## src/rtl/step_sequencer_if.sv

```systemverilog
// Control and display signals of the step sequencer.
// The master drives enable, mode and the divided clock; the slave returns the display state.
interface step_sequencer_if;
  logic       i_ena;
  logic       i_slowClk;
  logic [1:0] i_mode;
  logic [7:0] o_leds;
  logic [6:0] o_seg;
  logic       o_stepPulse;

  modport master (
    output i_ena, i_slowClk, i_mode,
    input  o_leds, o_seg, o_stepPulse
  );

  modport slave (
    input  i_ena, i_slowClk, i_mode,
    output o_leds, o_seg, o_stepPulse
  );
endinterface

```

## src/rtl/step_sequencer.sv

```systemverilog
// Samples the divided clock as data, turns each rising edge into a one-cycle step
// and advances an LED pattern (count / chase / bounce / hold) plus a 7-segment step digit.
module step_sequencer (
  input  logic             i_clkPin,
  input  logic             i_rstPin,
  step_sequencer_if.slave  bus
);
  localparam logic [0:0] DIR_LEFT    = 1'b0;
  localparam logic [0:0] DIR_RIGHT   = 1'b1;
  localparam logic [1:0] MODE_COUNT  = 2'd0;
  localparam logic [1:0] MODE_CHASE  = 2'd1;
  localparam logic [1:0] MODE_BOUNCE = 2'd2;
  localparam logic [1:0] MODE_HOLD   = 2'd3;

  logic       s1_reg, s2_reg, prev_reg;
  logic [1:0] mode_reg, mode_next;
  logic [0:0] dir_reg, dir_next;
  logic [3:0] digit_reg, digit_next;
  logic [7:0] leds_reg, leds_next;
  logic [6:0] seg_reg, seg_next;
  logic       pulse_reg;
  logic       step, accept, leds_onehot;

  assign step        = s2_reg & ~prev_reg;
  assign accept      = step & bus.i_ena;
  assign leds_onehot = (leds_reg != 8'h00) && ((leds_reg & (leds_reg - 8'd1)) == 8'h00);

  always_comb begin
    mode_next  = mode_reg;
    dir_next   = dir_reg;
    digit_next = digit_reg;
    leds_next  = leds_reg;
    if (accept) begin
      if (bus.i_mode != mode_reg) begin
        // A mode change only loads the starting pattern; the digit does not move.
        mode_next = bus.i_mode;
        case (bus.i_mode)
          MODE_COUNT:  leds_next = 8'h00;
          MODE_CHASE:  leds_next = 8'h01;
          MODE_BOUNCE: begin
            leds_next = 8'h01;
            dir_next  = DIR_LEFT;
          end
          default:     leds_next = leds_reg;
        endcase
      end else begin
        if (mode_reg != MODE_HOLD)
          digit_next = (digit_reg == 4'd9) ? 4'd0 : digit_reg + 4'd1;
        case (mode_reg)
          MODE_COUNT:  leds_next = leds_reg + 8'd1;
          MODE_CHASE:  leds_next = {leds_reg[6:0], leds_reg[7]};
          MODE_BOUNCE: begin
            if (!leds_onehot) begin
              leds_next = 8'h01;
              dir_next  = DIR_LEFT;
            end else if (dir_reg == DIR_LEFT) begin
              if (leds_reg == 8'h80) begin
                dir_next  = DIR_RIGHT;
                leds_next = 8'h40;
              end else begin
                leds_next = {leds_reg[6:0], 1'b0};
              end
            end else begin
              if (leds_reg == 8'h01) begin
                dir_next  = DIR_LEFT;
                leds_next = 8'h02;
              end else begin
                leds_next = {1'b0, leds_reg[7:1]};
              end
            end
          end
          default:     leds_next = leds_reg;
        endcase
      end
    end
  end

  always_comb begin
    case (digit_next)
      4'd0:    seg_next = 7'h3F;
      4'd1:    seg_next = 7'h06;
      4'd2:    seg_next = 7'h5B;
      4'd3:    seg_next = 7'h4F;
      4'd4:    seg_next = 7'h66;
      4'd5:    seg_next = 7'h6D;
      4'd6:    seg_next = 7'h7D;
      4'd7:    seg_next = 7'h07;
      4'd8:    seg_next = 7'h7F;
      4'd9:    seg_next = 7'h6F;
      default: seg_next = 7'h00;
    endcase
  end

  always_ff @(posedge i_clkPin or posedge i_rstPin) begin
    if (i_rstPin) begin
      s1_reg    <= 1'b0;
      s2_reg    <= 1'b0;
      prev_reg  <= 1'b0;
      mode_reg  <= MODE_COUNT;
      dir_reg   <= DIR_LEFT;
      digit_reg <= 4'd0;
      leds_reg  <= 8'h00;
      seg_reg   <= 7'h3F;
      pulse_reg <= 1'b0;
    end else begin
      s1_reg    <= bus.i_slowClk;
      s2_reg    <= s1_reg;
      prev_reg  <= s2_reg;
      mode_reg  <= mode_next;
      dir_reg   <= dir_next;
      digit_reg <= digit_next;
      leds_reg  <= leds_next;
      seg_reg   <= seg_next;
      pulse_reg <= accept;
    end
  end

  assign bus.o_leds      = leds_reg;
  assign bus.o_seg       = seg_reg;
  assign bus.o_stepPulse = pulse_reg;
endmodule

```

## src/flat_wrapper.sv

```systemverilog
// flat-port wrapper written by rule: the top's interface ports become plain ports
module step_sequencer_flat 
  (i_clkPin, i_rstPin, bus_i_ena, bus_i_slowClk, bus_i_mode, bus_o_leds, bus_o_seg, bus_o_stepPulse);
  step_sequencer_if bus_i ();
  input  logic i_clkPin;
  input  logic i_rstPin;
  input wire logic [$bits(bus_i.i_ena)-1:0] bus_i_ena;
  input wire logic [$bits(bus_i.i_slowClk)-1:0] bus_i_slowClk;
  input wire logic [$bits(bus_i.i_mode)-1:0] bus_i_mode;
  output wire logic [$bits(bus_i.o_leds)-1:0] bus_o_leds;
  output wire logic [$bits(bus_i.o_seg)-1:0] bus_o_seg;
  output wire logic [$bits(bus_i.o_stepPulse)-1:0] bus_o_stepPulse;
  assign bus_i.i_ena = bus_i_ena;
  assign bus_i.i_slowClk = bus_i_slowClk;
  assign bus_i.i_mode = bus_i_mode;
  assign bus_o_leds = bus_i.o_leds;
  assign bus_o_seg = bus_i.o_seg;
  assign bus_o_stepPulse = bus_i.o_stepPulse;
  step_sequencer u_core (.i_clkPin(i_clkPin), .i_rstPin(i_rstPin), .bus(bus_i));
endmodule
```

## config.mk

```make
export PLATFORM = sky130hd
export DESIGN_NAME = step_sequencer_flat
export DESIGN_NICKNAME = d
export VERILOG_FILES = /design/src/rtl/step_sequencer_if.sv /design/src/rtl/step_sequencer.sv /design/src/flat_wrapper.sv
export SDC_FILE = /design/constraint.sdc
export NUM_CORES = 1
export LEC_CHECK = 0
export ABC_AREA = 1
export ABC_CLOCK_PERIOD_IN_PS = 2000
export CAP_MARGIN = 15
export CORE_MARGIN = 2
export CORE_UTILIZATION = 30
export DETAILED_ROUTE_END_ITERATION = 7
export PLACE_DENSITY = 0.57
export SYNTH_ARGS = -nofsm -noshare
export SYNTH_HDL_FRONTEND = slang
export SYNTH_SLANG_ARGS = --single-unit
```

## constraint.sdc

```tcl
create_clock -name i_clkPin -period 2 [get_ports i_clkPin]
set_input_delay 0.5 -clock i_clkPin [delete_from_list [all_inputs] [get_ports i_clkPin]]
set_output_delay 0.5 -clock i_clkPin [all_outputs]
set_load 0.005 [all_outputs]
```

==> summary.md <==
| Metric | Value |
|---|---|
| Hold endpoint | u_core.s2_reg |
| Initial DRC count | 76 |
| GPL Wtd Cong | 0.890 |
| Pre-antenna DRT Iters | 4 |
| Pleak | 1.23 nW |
| DRT antenna net count | 0 |
| Sequential power share | 31.2% |
| Arr. time, crit path | 1.43 ns |
| CP Launch Type | flop |
| Global routing's busiest layer | met2 |
| Drt wl/cell | 11.8 um |
| Total core area | 6310 um2 |
| Critical R2R Launch | u_core.mode_reg[1] |
| Met1 Use GR | 17.3% |
| Worst EP required | 1.50 ns |
| Slowest CP cell | clkdlybuf4s50_1 |
| Final TNS setup | 0 ns |
| Worst-skew pair later-pin latency | 0.28 ns |
| Synth Register Bits | 26 |
| Synth top cells by count | nand2_1, inv_1, nor2_1 |
| Hold_buf cts | 0 |
| Final core occ | 40.0% |
| Number of port buffers | 21 |
| Top-count cell post-synth | nand2_1 |
| Layout cell share with drive strength beyond 1 | 22.0% |
| Post-synthesis cell area | 1950 um2 |
| Mean post-synth cell area | 6.98 um2 |
| Crit-path cells | clkdlybuf4s50_1 |
| Sink Count | 26 |
| Worst-path maximum fanout | 11 |
| Cell taking the most area after synthesis | dfrtp_1 |
| CP delay by family, top | buffers and inverters |
| Internal | 1.76 mW |
| Hold path depth | 0 |
| Mapped Cells | 279 |
| PnR worst setup slack | 0.0721 ns |
| Max reg flops | 8 |
| Global-route wire length before repair | 8280 um |
| Placed Instances | 387 |
| Tcrit/Tclk final | 96.4% |
| CTS clock-pin slew for the worst setup and hold paths | 0.10 ns |
| # Max-Cap Violations | 0 |
| Synth warnings | 0 |
| Die ar. | 7150 um2 |
| Final Hold Viols | 0 |
| Post-place instance area | 2370 um2 |
| WS Path Type | flop to output port |
| H-Tree Depth | 1 |
| Clock Power Share | 14.5% |
| Min Tclk post-route | 1.93 ns |
| Buf/Inv on CP | 1 |
| Reg-to-Reg End | u_core.bus.o_seg[0] |
| Slew Limit Fails | 0 |
| Asr flop ratio synth | 100% |
| GRT Resource Usage Total | 13.9% |
| FF-to-FF setup slack | 0.16 ns |
| Row cnt | 29 |
| CP max stage delay | 0.58 ns |
| GR Util met2 | 24.6% |
| Peak supply drop | 0.625 mV |
| Met3 Use GR | 3.24% |
| Fmax | 0.519 GHz |
| WL final | 4650 um |
| Setup WS pre-CTS | -0.371 ns |
| Total power | 3.08 mW |
| Relative slew slack | 67.6% |
| Largest net degree at the start of global routing | 17 |
| Total gr overflow | 0 |
| Area growth, synth to finish | 29.6% |
| CTS tree | built |
| Min Hold Slack | 0.355 ns |
| Primary FF master, synth | dfrtp_1 |
| Initial core utilization | 30.9% |
| Chip height | 84.6 um |
| Setup Skew | 0.00534 ns |
| Hold crit path type | flop to flop |
| Power Density | 1220 nW/um2 |
| RSZ-0062 raised after global routing | false |
| Initial antenna violation count | 0 |
| Synth cell types | 29 |
| Crit end category | output port |
| Nets | 340 |
| Worst R2R Path Depth | 11 |
| Area share of the largest cell type after synthesis | 25.7% |
| Final non-filler cell area | 2520 um2 |
| DRC viols | 0 |
| Setup Viol. Count Final | 0 |
| Synth top area cells | dfrtp_1, nand2_1, ha_1 |
| Die width | 84.6 um |
| Diode count | 0 |
| Via density | 4.64 |
| Sw Share | 42.8% |
| CTS Buf Count | 3 |
| Post-synth net total | 300 |
| Worst Tran Pin Value | 0.486 ns |
| Vias | 1,832 |
| Clk buf depth | 2 |
| Comb pwr share | 54.3% |
| Worst hold start | u_core.s1_reg |
| Number of enable flip-flop cells after synthesis | 0 |
| Non-Filler Instances | 395 |
| Vias in the first global route | 1,893 |
| Net Switching | 1.32 mW |
| Status | completed |
| Top Ports | 22 |
| Post-synthesis sequential area ratio | 33.8% |
| Root Driver | clkbuf_8 |
| Post-DP HPWL | 3540 um |
[cells by family (layout without fill, tap and decap cells)]
logic type	Yosys count	count (layout)	synth area share, %
simple gates	153	153	36.1
buf+inv	44	83	8.93
compound gates	39	39	10.7
flops	26	26	33.8
fa+ha+maj	15	15	9.63
xor+xnor	2	2	0.899
[cell usage in the layout, fill, tap and decap left out]
cell type	synthesis	routed
or2_2	1	1
dlymetal6s2s_1	0	1
nand2_2	5	8
clkbuf_8	0	3
inv_1	30	25
xor2_1	1	1
dfstp_2	6	6
nand2_1	87	83
buf_12	0	1
dfrtp_2	0	2
inv_4	1	1
bufinv_16	0	1
o21ai_4	1	1
nor2_8	1	1
o22ai_1	1	1
ha_1	15	13
buf_4	0	21
nand3_1	15	14
a21oi_1	20	20
xnor2_2	0	1
inv_2	5	10
dfrtp_1	20	18
nor2_1	28	28
o21ai_0	14	14
nand3_2	2	2
dlygate4sd2_1	0	2
ha_2	0	1
nand3b_4	1	1
o21ai_1	3	3
nand4_1	5	5
nor2_4	1	2
nand3_4	0	1
nand2_4	2	3
nor2_2	3	2
nand3b_1	2	2
ha_4	0	1
clkdlybuf4s50_1	0	18
[how the worst max path moves through the flow]
stage | from | endpoint | slack (ns) | cells past startpoint
after floorplan | bus_i_mode[1] | u_core.bus.o_seg[0] | 0.17 | 11
after global placement | bus_i_mode[1] | u_core.bus.o_seg[3] | -0.32 | 12
after detailed placement | bus_i_mode[1] | u_core.bus.o_seg[3] | -0.37 | 12
after CTS | u_core.bus.o_leds[2] | bus_o_leds[2] | 0.01 | 1
after global routing | u_core.mode_reg[0] | u_core.bus.o_seg[3] | 0.002 | 13
final | u_core.bus.o_leds[6] | bus_o_leds[6] | 0.07 | 1
[final cells by class]
cell class	count	area [um2]
Fill cell	652	3790
Multi-Input combinational cell	209	1170
Sequential cell	26	661
Timing Repair Buffer	43	388
Inverter	36	138
Tap cell	77	96.3
Clock buffer	3	41.3
Clock inverter	1	30.0
[metal layers]
metal / vias to the layer above / part of all wire [%]
met5: - / 0
met4: 0 / 0.32
met3: 2 / 3.5
met2: 25 / 50
met1: 852 / 46
li1: 953 / -
[power groups by stage]
stage,logic [mW],registers (mW),clock network [mW]
after floorplan,1.07,0.866,0
after global placement,1.57,0.957,0
after detailed placement,1.59,0.955,0
after CTS,1.61,0.949,0.465
after global routing,1.92,0.991,0.479
final,1.67,0.961,0.446
[what timing repair did]
item                                    CTS  global route
endpoints found under the setup margin    5            14
pin swaps                                 5             7
gates resized for setup                   5            16
buffers inserted                          3             1
(Power assumes the default switching activity.)
